File: config.mk
export PLATFORM = sky130hd
export DESIGN_NAME = mem_req_arbiter
export DESIGN_NICKNAME = d
export VERILOG_FILES = /design/src/rtl/mem_req_arbiter.sv
export SDC_FILE = /design/constraint.sdc
export NUM_CORES = 1
export LEC_CHECK = 0
export CAP_MARGIN = 30
export CORE_AREA = 2 2 108 110
export CTS_CLUSTER_DIAMETER = 60
export CTS_CLUSTER_SIZE = 24
export DETAILED_ROUTE_END_ITERATION = 8
export DIE_AREA = 0 0 110 112
export PLACE_DENSITY = 0.64
export SLEW_MARGIN = 20
export SYNTH_ARGS = -nofsm -noshare
export SYNTH_HDL_FRONTEND = slang
export SYNTH_SLANG_ARGS = --single-unit
File: constraint.sdc
create_clock -name clk -period 4.2 [get_ports clk]
set_input_delay 0.63 -clock clk [delete_from_list [all_inputs] [get_ports clk]]
set_output_delay 0.63 -clock clk [all_outputs]
set_load 0.005 [all_outputs]
File: src/rtl/mem_req_arbiter.sv
// Shares one sram-like memory port between instruction fetch (read-only) and
// the load/store path. One transaction is in flight at a time: it is granted,
// then the address is handed over, then the response comes back. Data requests
// win by default. A starvation counter makes sure instruction fetch still
// makes progress.
module mem_req_arbiter #(
  parameter int unsigned STARVE_LIMIT = 4
) (
  input  logic        clk,
  input  logic        reset,
  // instruction fetch master
  input  logic        inst_req,
  input  logic [31:0] inst_addr,
  output logic        inst_addr_ok,
  output logic        inst_data_ok,
  output logic [31:0] inst_rdata,
  // load/store master
  input  logic        data_req,
  input  logic        data_wr,
  input  logic [3:0]  data_wstrb,
  input  logic [31:0] data_addr,
  input  logic [31:0] data_wdata,
  output logic        data_addr_ok,
  output logic        data_data_ok,
  output logic [31:0] data_rdata,
  // memory port
  output logic        mem_req,
  output logic        mem_wr,
  output logic [3:0]  mem_wstrb,
  output logic [31:0] mem_addr,
  output logic [31:0] mem_wdata,
  input  logic        mem_addr_ok,
  input  logic        mem_data_ok,
  input  logic [31:0] mem_rdata
);

  localparam int unsigned CNT_W = 4;
  localparam logic [CNT_W-1:0] LIMIT = CNT_W'(STARVE_LIMIT);

  typedef enum logic [1:0] {
    ST_IDLE = 2'd0,
    ST_ADDR = 2'd1,
    ST_WAIT = 2'd2
  } state_e;

  state_e           state_q, state_d;
  logic             grant_q, grant_d;        // 0 = inst, 1 = data
  logic [CNT_W-1:0] starve_cnt_q, starve_cnt_d;
  logic             granted_req;

  // Request line of whichever master currently holds the grant
  assign granted_req = grant_q ? data_req : inst_req;

  // Next-state logic: arbitration in IDLE, address handshake, response wait
  always_comb begin
    state_d      = state_q;
    grant_d      = grant_q;
    starve_cnt_d = starve_cnt_q;
    case (state_q)
      ST_IDLE: begin
        if (inst_req || data_req) begin
          state_d = ST_ADDR;
          if (inst_req && data_req) begin
            grant_d = (starve_cnt_q == LIMIT) ? 1'b0 : 1'b1;
          end else begin
            grant_d = data_req;
          end
          // Count only data wins that left a fetch waiting
          if (grant_d && inst_req) begin
            starve_cnt_d = (starve_cnt_q == LIMIT) ? LIMIT
                                                   : starve_cnt_q + CNT_W'(1);
          end else begin
            starve_cnt_d = '0;
          end
        end
      end
      ST_ADDR: begin
        // A dropped request is a flush: nothing was issued, so just go back
        if (!granted_req) begin
          state_d = ST_IDLE;
        end else if (mem_addr_ok) begin
          state_d = ST_WAIT;
        end
      end
      ST_WAIT: begin
        if (mem_data_ok) begin
          state_d = ST_IDLE;
        end
      end
      default: begin
        state_d = ST_IDLE;
      end
    endcase
  end

  // State registers with synchronous reset
  always_ff @(posedge clk) begin
    if (reset) begin
      state_q      <= ST_IDLE;
      grant_q      <= 1'b0;
      starve_cnt_q <= '0;
    end else begin
      state_q      <= state_d;
      grant_q      <= grant_d;
      starve_cnt_q <= starve_cnt_d;
    end
  end

  // Output steering: memory fields only in ADDR, responses only in WAIT,
  // and everything held at zero while reset is asserted
  always_comb begin
    inst_addr_ok = 1'b0;
    inst_data_ok = 1'b0;
    inst_rdata   = '0;
    data_addr_ok = 1'b0;
    data_data_ok = 1'b0;
    data_rdata   = '0;
    mem_req      = 1'b0;
    mem_wr       = 1'b0;
    mem_wstrb    = '0;
    mem_addr     = '0;
    mem_wdata    = '0;
    if (!reset) begin
      case (state_q)
        ST_ADDR: begin
          mem_req = granted_req;
          if (grant_q) begin
            mem_wr       = data_wr;
            mem_wstrb    = data_wstrb;
            mem_addr     = data_addr;
            mem_wdata    = data_wdata;
            data_addr_ok = mem_addr_ok & granted_req;
          end else begin
            mem_addr     = inst_addr;
            inst_addr_ok = mem_addr_ok & granted_req;
          end
        end
        ST_WAIT: begin
          if (grant_q) begin
            data_data_ok = mem_data_ok;
            data_rdata   = mem_rdata;
          end else begin
            inst_data_ok = mem_data_ok;
            inst_rdata   = mem_rdata;
          end
        end
        default: begin
        end
      endcase
    end
  end

endmodule

Word level (Yosys, flattened, before mapping). Index checks and enable logic that the tools add are counted.

Register bits after elaboration: 7. Bits of input ports: 139. Output and inout bits: 138. Logic and storage cells: 61.

Add/sub/neg operators: 1. Equality and inequality tests: 6. Multiplexer cells: 44. Bitwise operators: 1. Reductions and logical operators: 6.

Operators by type and width (count): 32-bit 2-to-1 mux (12); 1-bit 2-to-1 mux (22); 4-bit 2-to-1 mux (5); 2-bit 2-to-1 mux (4); 2-bit one-hot mux with 3 select lines (1); 4-bit by 1-bit adder with 4-bit output (second input constant) (1); 4-bit by 3-bit equality test with 1-bit output (second input constant) (1); 2-bit != test (second input constant) (2); 3-bit != test (second input constant) (1); 3-bit AND reduction (1); 2-bit by 1-bit equality test with 1-bit output (second input constant) (1); 2-bit equality test (second input constant) (1); 1-bit logical AND (2); 2-bit logical NOT (1); 2-bit AND reduction (1); 1-bit bitwise AND (1); 1-bit logical OR (1).

Longest topological paths before layout. Gate-level depths: netlist (run 1).

Depth in word-level cells: 7. Mapped depth: 6. Mapped depth without buffers: 6.

Least setup slack after synthesis (run 1). No wires, ideal clock.

Path type: input to output. Start: input port reset. End: output port inst_rdata[0]. Data arrival time: 1461 ps. Data required time: 3570 ps. Path slack: 2109 ps. Stages on the path: 4. Path through: buf_2 -> nor4b_4 -> clkbuf_1 -> and2_1.

Cells in the longest elaborated chain, start to end: 1.

Ends and longest elaborated chain: from (decl) (line 10) `input logic reset,`; 32-bit 2-to-1 mux (line 123) `if (!reset) begin`; to (decl) (line 16) `output logic [31:0] inst_rdata,`.

Every way passes these cells.

Worst setup path in the final report (run 1).
Start: register grant_q. End: output port data_rdata[27].

Cells in the longest elaborated chain, start to end: 3.

Ends and longest elaborated chain: from (decl) (line 47) `logic grant_q, grant_d;`; from (signal assigned) (line 104) `grant_q <= grant_d;`; 32-bit 2-to-1 mux (line 139) `if (grant_q) begin`; 32-bit 2-to-1 mux (line 124) `case (state_q)`; 32-bit 2-to-1 mux (line 123); to (decl) (line 25) `output logic [31:0] data_rdata,`.

Every way passes these cells.

==> impl_metrics.toml, run 1 <==
[die]
dieArea_um2 = 12300
die_x_um = 110
die_y_um = 112
rows = 39
pin_count = 277
initial_core_util_pct = 14.7
core_um2 = 11200

[logic_synthesis]
syn_inst = 241
yosys_register_bits = 7
avgSynthCellArea_um2 = 6.83
synth_area_um2 = 1650
synth_top_area_cell = "and2_1"
synth-warning-count = 0
synth_nets = 382
synth_ff_type = "dfxtp_1"
synth.top_cell.area_share_pct = 25.1
yosysSeqAreaShare_pct = 8.52
ys_types = 30
synth.area.top_cells = "and2_1, mux2i_1, and3_1, nor2_1, dfxtp_1"
synth_edf_count = 0
async_flop_share_pct = 0

[grt]
antenna_found_initial = 0
first_global_vias = 2561
grt_overflow = 0
grt_pass1_wl_mm = 12.9
grt_max_degree = 52
track_usage_pct = 12.9

[detailed_routing]
wl_mm = 8.88
vias = 2645
drt_iter0_markers = 79
dr.pass1.iters = 4
viasPerCell = 4.09
routedWlPerCell_um = 13.7
antenna_left = 0
route.detailed.drc = 0

[timing]
skew_ns = 0.000609
tns_ns = 0
rsz0062_at_grt = "false"
worst_pin_slew_ns = 0.682
max_freq_mhz = 321
holdWs_ns = 0.514
hold_viol = 0
setup_viol = 0
finalCriticalPeriod_ns = 3.11
report.final.slew_viol_count = 0
relSlewSlack_pct = 54.5
fin_crit_sh_pct = 74.1

[layout]
fill_cells = 1159
antenna_cells = 0
syn_to_final_growth_pct = 179
nNetsFinal = 646
drive_above_1_share_pct = 3.37
utilization_pct = 41.1

[placement]
post-dp-hpwl_mm = 7.46
io_buffers = 276
place_congestion = 0.799

[setup_path]
cp_max_fo = 33
crit_arrival_ns = 2.48
startpoint_type = "flop"
crit_type = "flop to output port"
endpoint_kind = "output port"
cp.required_ns = 3.57

[status]
status = "complete, no violations"

[job]
cap_viol_max_count = 0

[cts]
clock_path_buffers = 2
postCtsHoldBufs = 0
cts_setup_buffers = 0
cts_tree = "done"
clk_latency_ns = 0.23
htree_levels = 1
cts_buffers = 3
clock_sinks = 7
cts-root-buf = "clkbuf_16"
cts_resized = 0
path_clk_slew_ns = 0.04

[power_and_ir_drop]
power_density_nw_per_um2 = 115
ir_worst_vdd_mv = 0.197
cellLeakagePower_nw = 1.84
power_uw = 530

[hold_path]
hp-class = "flop to flop"
-- area by class of cell --
cell class / count / area [um^2] / share of cell area (%)
Clock buffer: 4 / 78.8 / 1.71
Inverter: 5 / 18.8 / 0.408
Timing Repair Buffer: 282 / 2820 / 61.2
Sequential cell: 7 / 141 / 3.07
Tap cell: 143 / 179 / 3.89
Multi-Input combinational cell: 206 / 1370 / 29.7
-- routing by layer --
layer  routed length [um]  track usage, %  vias up
li1                     -               -     1330
met1                 3390            14.8     1173
met2                 4530            23.8      134
met3                  895            3.40        8
met4                   72            2.11        0
met5                    0               0        -
-- Yosys cell counts (all sizes together), types with 2 or more instances --
library cell	n
and2	66
nor2	41
and3	39
mux2i	33
clkbuf	12
buf	11
dfxtp	7
inv	5
nand2	4
a21oi	3
ha	2
nand2b	2
nand3	2
nor3	2
nor4b	2
-- flip-flops by register name, summed over array words and instances, names as in the netlist --
signal / flops
starve_cnt_q: 4
state_q: 2
grant_q: 1
-- per-stage QoR --
stage | area [um^2] | worst slack, ns | cells
after floorplan | 1650 | 2.11 | 241
after detailed placement | 4520 | 1.10 | 643
after CTS | 4600 | 1.02 | 647
after global routing | 4600 | 0.881 | 647
after global placement | 4500 | 0.876 | 642
final | 4600 | 1.09 | 647
-- cells in the final DEF (no fill, tap or decap) --
master	Yosys	routed
clkdlybuf4s50_1	0	276
a2bb2oi_1	1	1
dfxtp_2	0	1
ha_1	2	2
and4b_2	1	1
nand3_1	2	2
nor3_1	2	2
and3b_1	1	1
dfxtp_1	7	6
nor4b_4	2	2
and3_1	38	38
a32oi_1	1	1
o21ai_0	1	1
clkbuf_16	0	3
nand2b_1	1	1
nor2_2	0	1
a22oi_1	1	1
nand2b_2	1	1
mux2_2	1	1
buf_4	1	5
inv_1	5	5
mux2i_1	33	33
a311oi_1	1	1
nand2_1	4	4
and3_2	1	1
and2_1	66	66
a21oi_1	3	3
o22ai_1	1	1
clkbuf_1	10	1
nor2_1	41	40
buf_8	0	1
or2_1	1	1
-- power breakdown --
group | total, mW | internal, mW | switching [mW] | leakage [nW]
Combinational | 0.285 | 0.195 | 0.0894 | 1.74
Sequential | 0.0837 | 0.0703 | 0.0134 | 0.0574
Clock | 0.162 | 0.126 | 0.0356 | 0.0382
Total | 0.530 | 0.392 | 0.138 | 1.84
-- worst max-delay path, cell delays in order (launching register included) --
cell	delay [ns]
dfxtp_2	0.76
inv_1	0.19
nor4b_4	0.30
buf_4	0.30
and2_1	0.19
clkdlybuf4s50_1	0.50
-- path summary, 6_finish.rpt --
| path | start | end | slack [ns] | cells after the start |
|---|---|---|---|---|
| min reg2reg | starve_cnt_q[2] | starve_cnt_q[2] | 0.51 | 1 |
| max reg2reg | grant_q | state_q[1] | 2.56 | 4 |
| max | grant_q | data_rdata[27] | 1.09 | 5 |
| min | starve_cnt_q[2] | starve_cnt_q[2] | 0.51 | 1 |
-- kinds of logic after synthesis --
kind of cell,after synthesis,share of synthesized area (%)
adders and majority gates,2,1.52
DFF,7,8.52
and+or+nand+nor,161,56.9
AOI/OAI and AO/OA,9,3.65
muxes,34,20.8
buffers and inverters,28,8.67
Note: power is estimated with default switching activity, not from simulation.
==> run 2: changes to the inputs <==
--- a/config.mk
+++ b/config.mk
@@ -6,12 +6,12 @@
 export NUM_CORES = 1
 export LEC_CHECK = 0
 export CAP_MARGIN = 30
-export CORE_AREA = 2 2 108 110
+export CORE_AREA = 2 2 107 109
 export CTS_CLUSTER_DIAMETER = 60
 export CTS_CLUSTER_SIZE = 24
 export DETAILED_ROUTE_END_ITERATION = 8
-export DIE_AREA = 0 0 110 112
-export PLACE_DENSITY = 0.64
+export DIE_AREA = 0 0 109 111
+export PLACE_DENSITY = 0.65
 export SLEW_MARGIN = 20
 export SYNTH_ARGS = -nofsm -noshare
 export SYNTH_HDL_FRONTEND = slang
==> constraint.sdc (replaced) <==
create_clock -name clk -period 3.24 [get_ports clk]
set_input_delay 0.486 -clock clk [delete_from_list [all_inputs] [get_ports clk]]
set_output_delay 0.486 -clock clk [all_outputs]
set_load 0.005 [all_outputs]
==> run 2 against run 1 <==
Compared with the run above:
- critical path depth is 1 higher
- utilization is 0.34 points higher
- non-clock buffer count is 1 higher
- worst setup slack worse by 0.84 ns
- sequential power is 18% higher
- clock power is 31% higher
- flip-flop and latch count stayed put
- routed wire length is 6.4% higher
- critical path type is now input port to output port
- largest cell class unchanged
- highest routed layer unchanged
==> impl_metrics.toml, run 2 (same netlist as run 1, synthesis figures left out) <==
[status]
status = "complete, no violations"

[layout]
regMostFlops = "starve_cnt_q"
final_common_cell = "clkdlybuf4s50_1"
antenna_cells = 0
reg_top3 = "starve_cnt_q: 4 flops, state_q: 2 flops, grant_q: 1 flops"
nNetsFinal = 647
largest_register_ffs = 4
mostFrequentLayoutCells = "clkdlybuf4s50_1, and2_1, nor2_1"
stdcell_count = 648
drive_above_1_share_pct = 3.37
fill_cells = 1151
syn_to_final_growth_pct = 179

[timing]
report.final.slew_viol_count = 0
relSlewSlack_pct = 58.9
rsz0062_at_grt = "false"
setup_viol = 0
max_freq_mhz = 334
tns_ns = 0
finalCriticalPeriod_ns = 2.99
setup_slack_ns = 0.249
hold_viol = 0
fin_crit_sh_pct = 92.3
worst_pin_slew_ns = 0.610
skew_ns = 0.000666

[cts]
cts_setup_buffers = 0
clk_latency_ns = 0.23
cts_resized = 0
postCtsHoldBufs = 0
cts_tree = "done"
cts_buffers = 3
htree_levels = 1
clock_sinks = 7
path_clk_slew_ns = 0.04
cts-root-buf = "clkbuf_16"
clock_path_buffers = 2

[setup_path]
slowest_delay_ns = 0.56
r2r_slack_ns = 1.62
endpoint_kind = "output port"
cpMaxStageDelayCell = "clkdlybuf4s50_1"
cp.required_ns = 2.75
crit_arrival_ns = 2.50
startpoint_type = "input port"
crit_type = "input port to output port"
cp_cell_sequence = "clkdlybuf4s50_1 -> buf_4 -> nor4b_4 -> buf_4 -> and2_1 -> clkdlybuf4s50_1"
cp_max_fo = 33

[job]
cap_viol_max_count = 0

[die]
pin_count = 277
core_um2 = 11100
initial_core_util_pct = 14.9
dieArea_um2 = 12100
die_x_um = 109
die_y_um = 111
rows = 39

[detailed_routing]
drt_iter0_markers = 125
dr.pass1.iters = 4
routedWlPerCell_um = 14.6
route.detailed.drc = 0
vias = 2692
viasPerCell = 4.15
antenna_left = 0
wl_mm = 9.45

[power_and_ir_drop]
cellLeakagePower_nw = 1.84
p_seq_share_pct = 14.2
power_density_nw_per_um2 = 151
p_comb_share_pct = 55.1
ir_worst_vdd_mv = 0.133
clockPowerShare_pct = 30.6
internal_power_uw = 508
p_sw_uw = 185
swShare_pct = 26.7

[placement]
dp_slack_ns = 0.256
io_buffers = 276
dp_cells = 644
place_congestion = 0.863
post-dp-hpwl_mm = 8.30

[hold_path]
hp-class = "flop to flop"

[grt]
grt_overflow = 0
grt_max_degree = 44
track_usage_pct = 14.6
grt_pass1_wl_mm = 13.8
antenna_found_initial = 0
first_global_vias = 2653
## run 2: cell types whose count changed in the layout (fill, tap and decap cells not counted), sizes merged
cell	before	now
buf	6	7
## run 2: path summary, 6_finish.rpt
check,startpoint,to,cells after the start
setup / recovery,reset,data_rdata[18],6
hold / removal,starve_cnt_q[2],starve_cnt_q[2],1
setup reg to reg,starve_cnt_q[0],starve_cnt_q[2],6
hold reg to reg,starve_cnt_q[2],starve_cnt_q[2],1
## run 2: power groups by stage
stage / sequential [mW] / combinational (mW) / clock, mW
final: 0.0988 / 0.382 / 0.212
after global routing: 0.0996 / 0.413 / 0.220
after CTS: 0.0988 / 0.388 / 0.214
after detailed placement: 0.100 / 0.385 / 0
after global placement: 0.0996 / 0.380 / 0
after floorplan: 0.0968 / 0.132 / 0
## run 2: through the flow
stage | utilization (%) | power [mW] | hold WS [ns] | cell area (um^2)
after floorplan | - | 0.229 | 0.456 | 1650
after global placement | 40.8 | 0.480 | 0.481 | 4520
after detailed placement | 40.8 | 0.486 | 0.508 | 4520
after CTS | 41.5 | 0.701 | 0.514 | 4600
after global routing | 41.5 | 0.733 | 0.546 | 4600
final | 41.5 | 0.693 | 0.527 | 4600
## run 2: cell type report
| cell class | instances | area (um^2) | area share, % |
|---|---|---|---|
| flip-flops and latches | 7 | 141 | 3.08 |
| multi-input cells | 206 | 1360 | 29.6 |
| repair buffers | 283 | 2820 | 61.3 |
| inverters | 5 | 18.8 | 0.408 |
| clock buffers | 4 | 78.8 | 1.72 |
| well taps | 143 | 179 | 3.89 |
## run 2: worst max-delay path, delay by kind of cell
family                 cells  cell delay [ns]
and+or+nand+nor            2             0.36
buffers and inverters      4             1.65
## run 2: per-layer routing
layer / share of wire, % / global-route usage, %
met1: 35 / 14.5
met2: 53 / 29.1
met3: 11 / 3.41
met4: 1.1 / 3.93
met5: 0 / 0
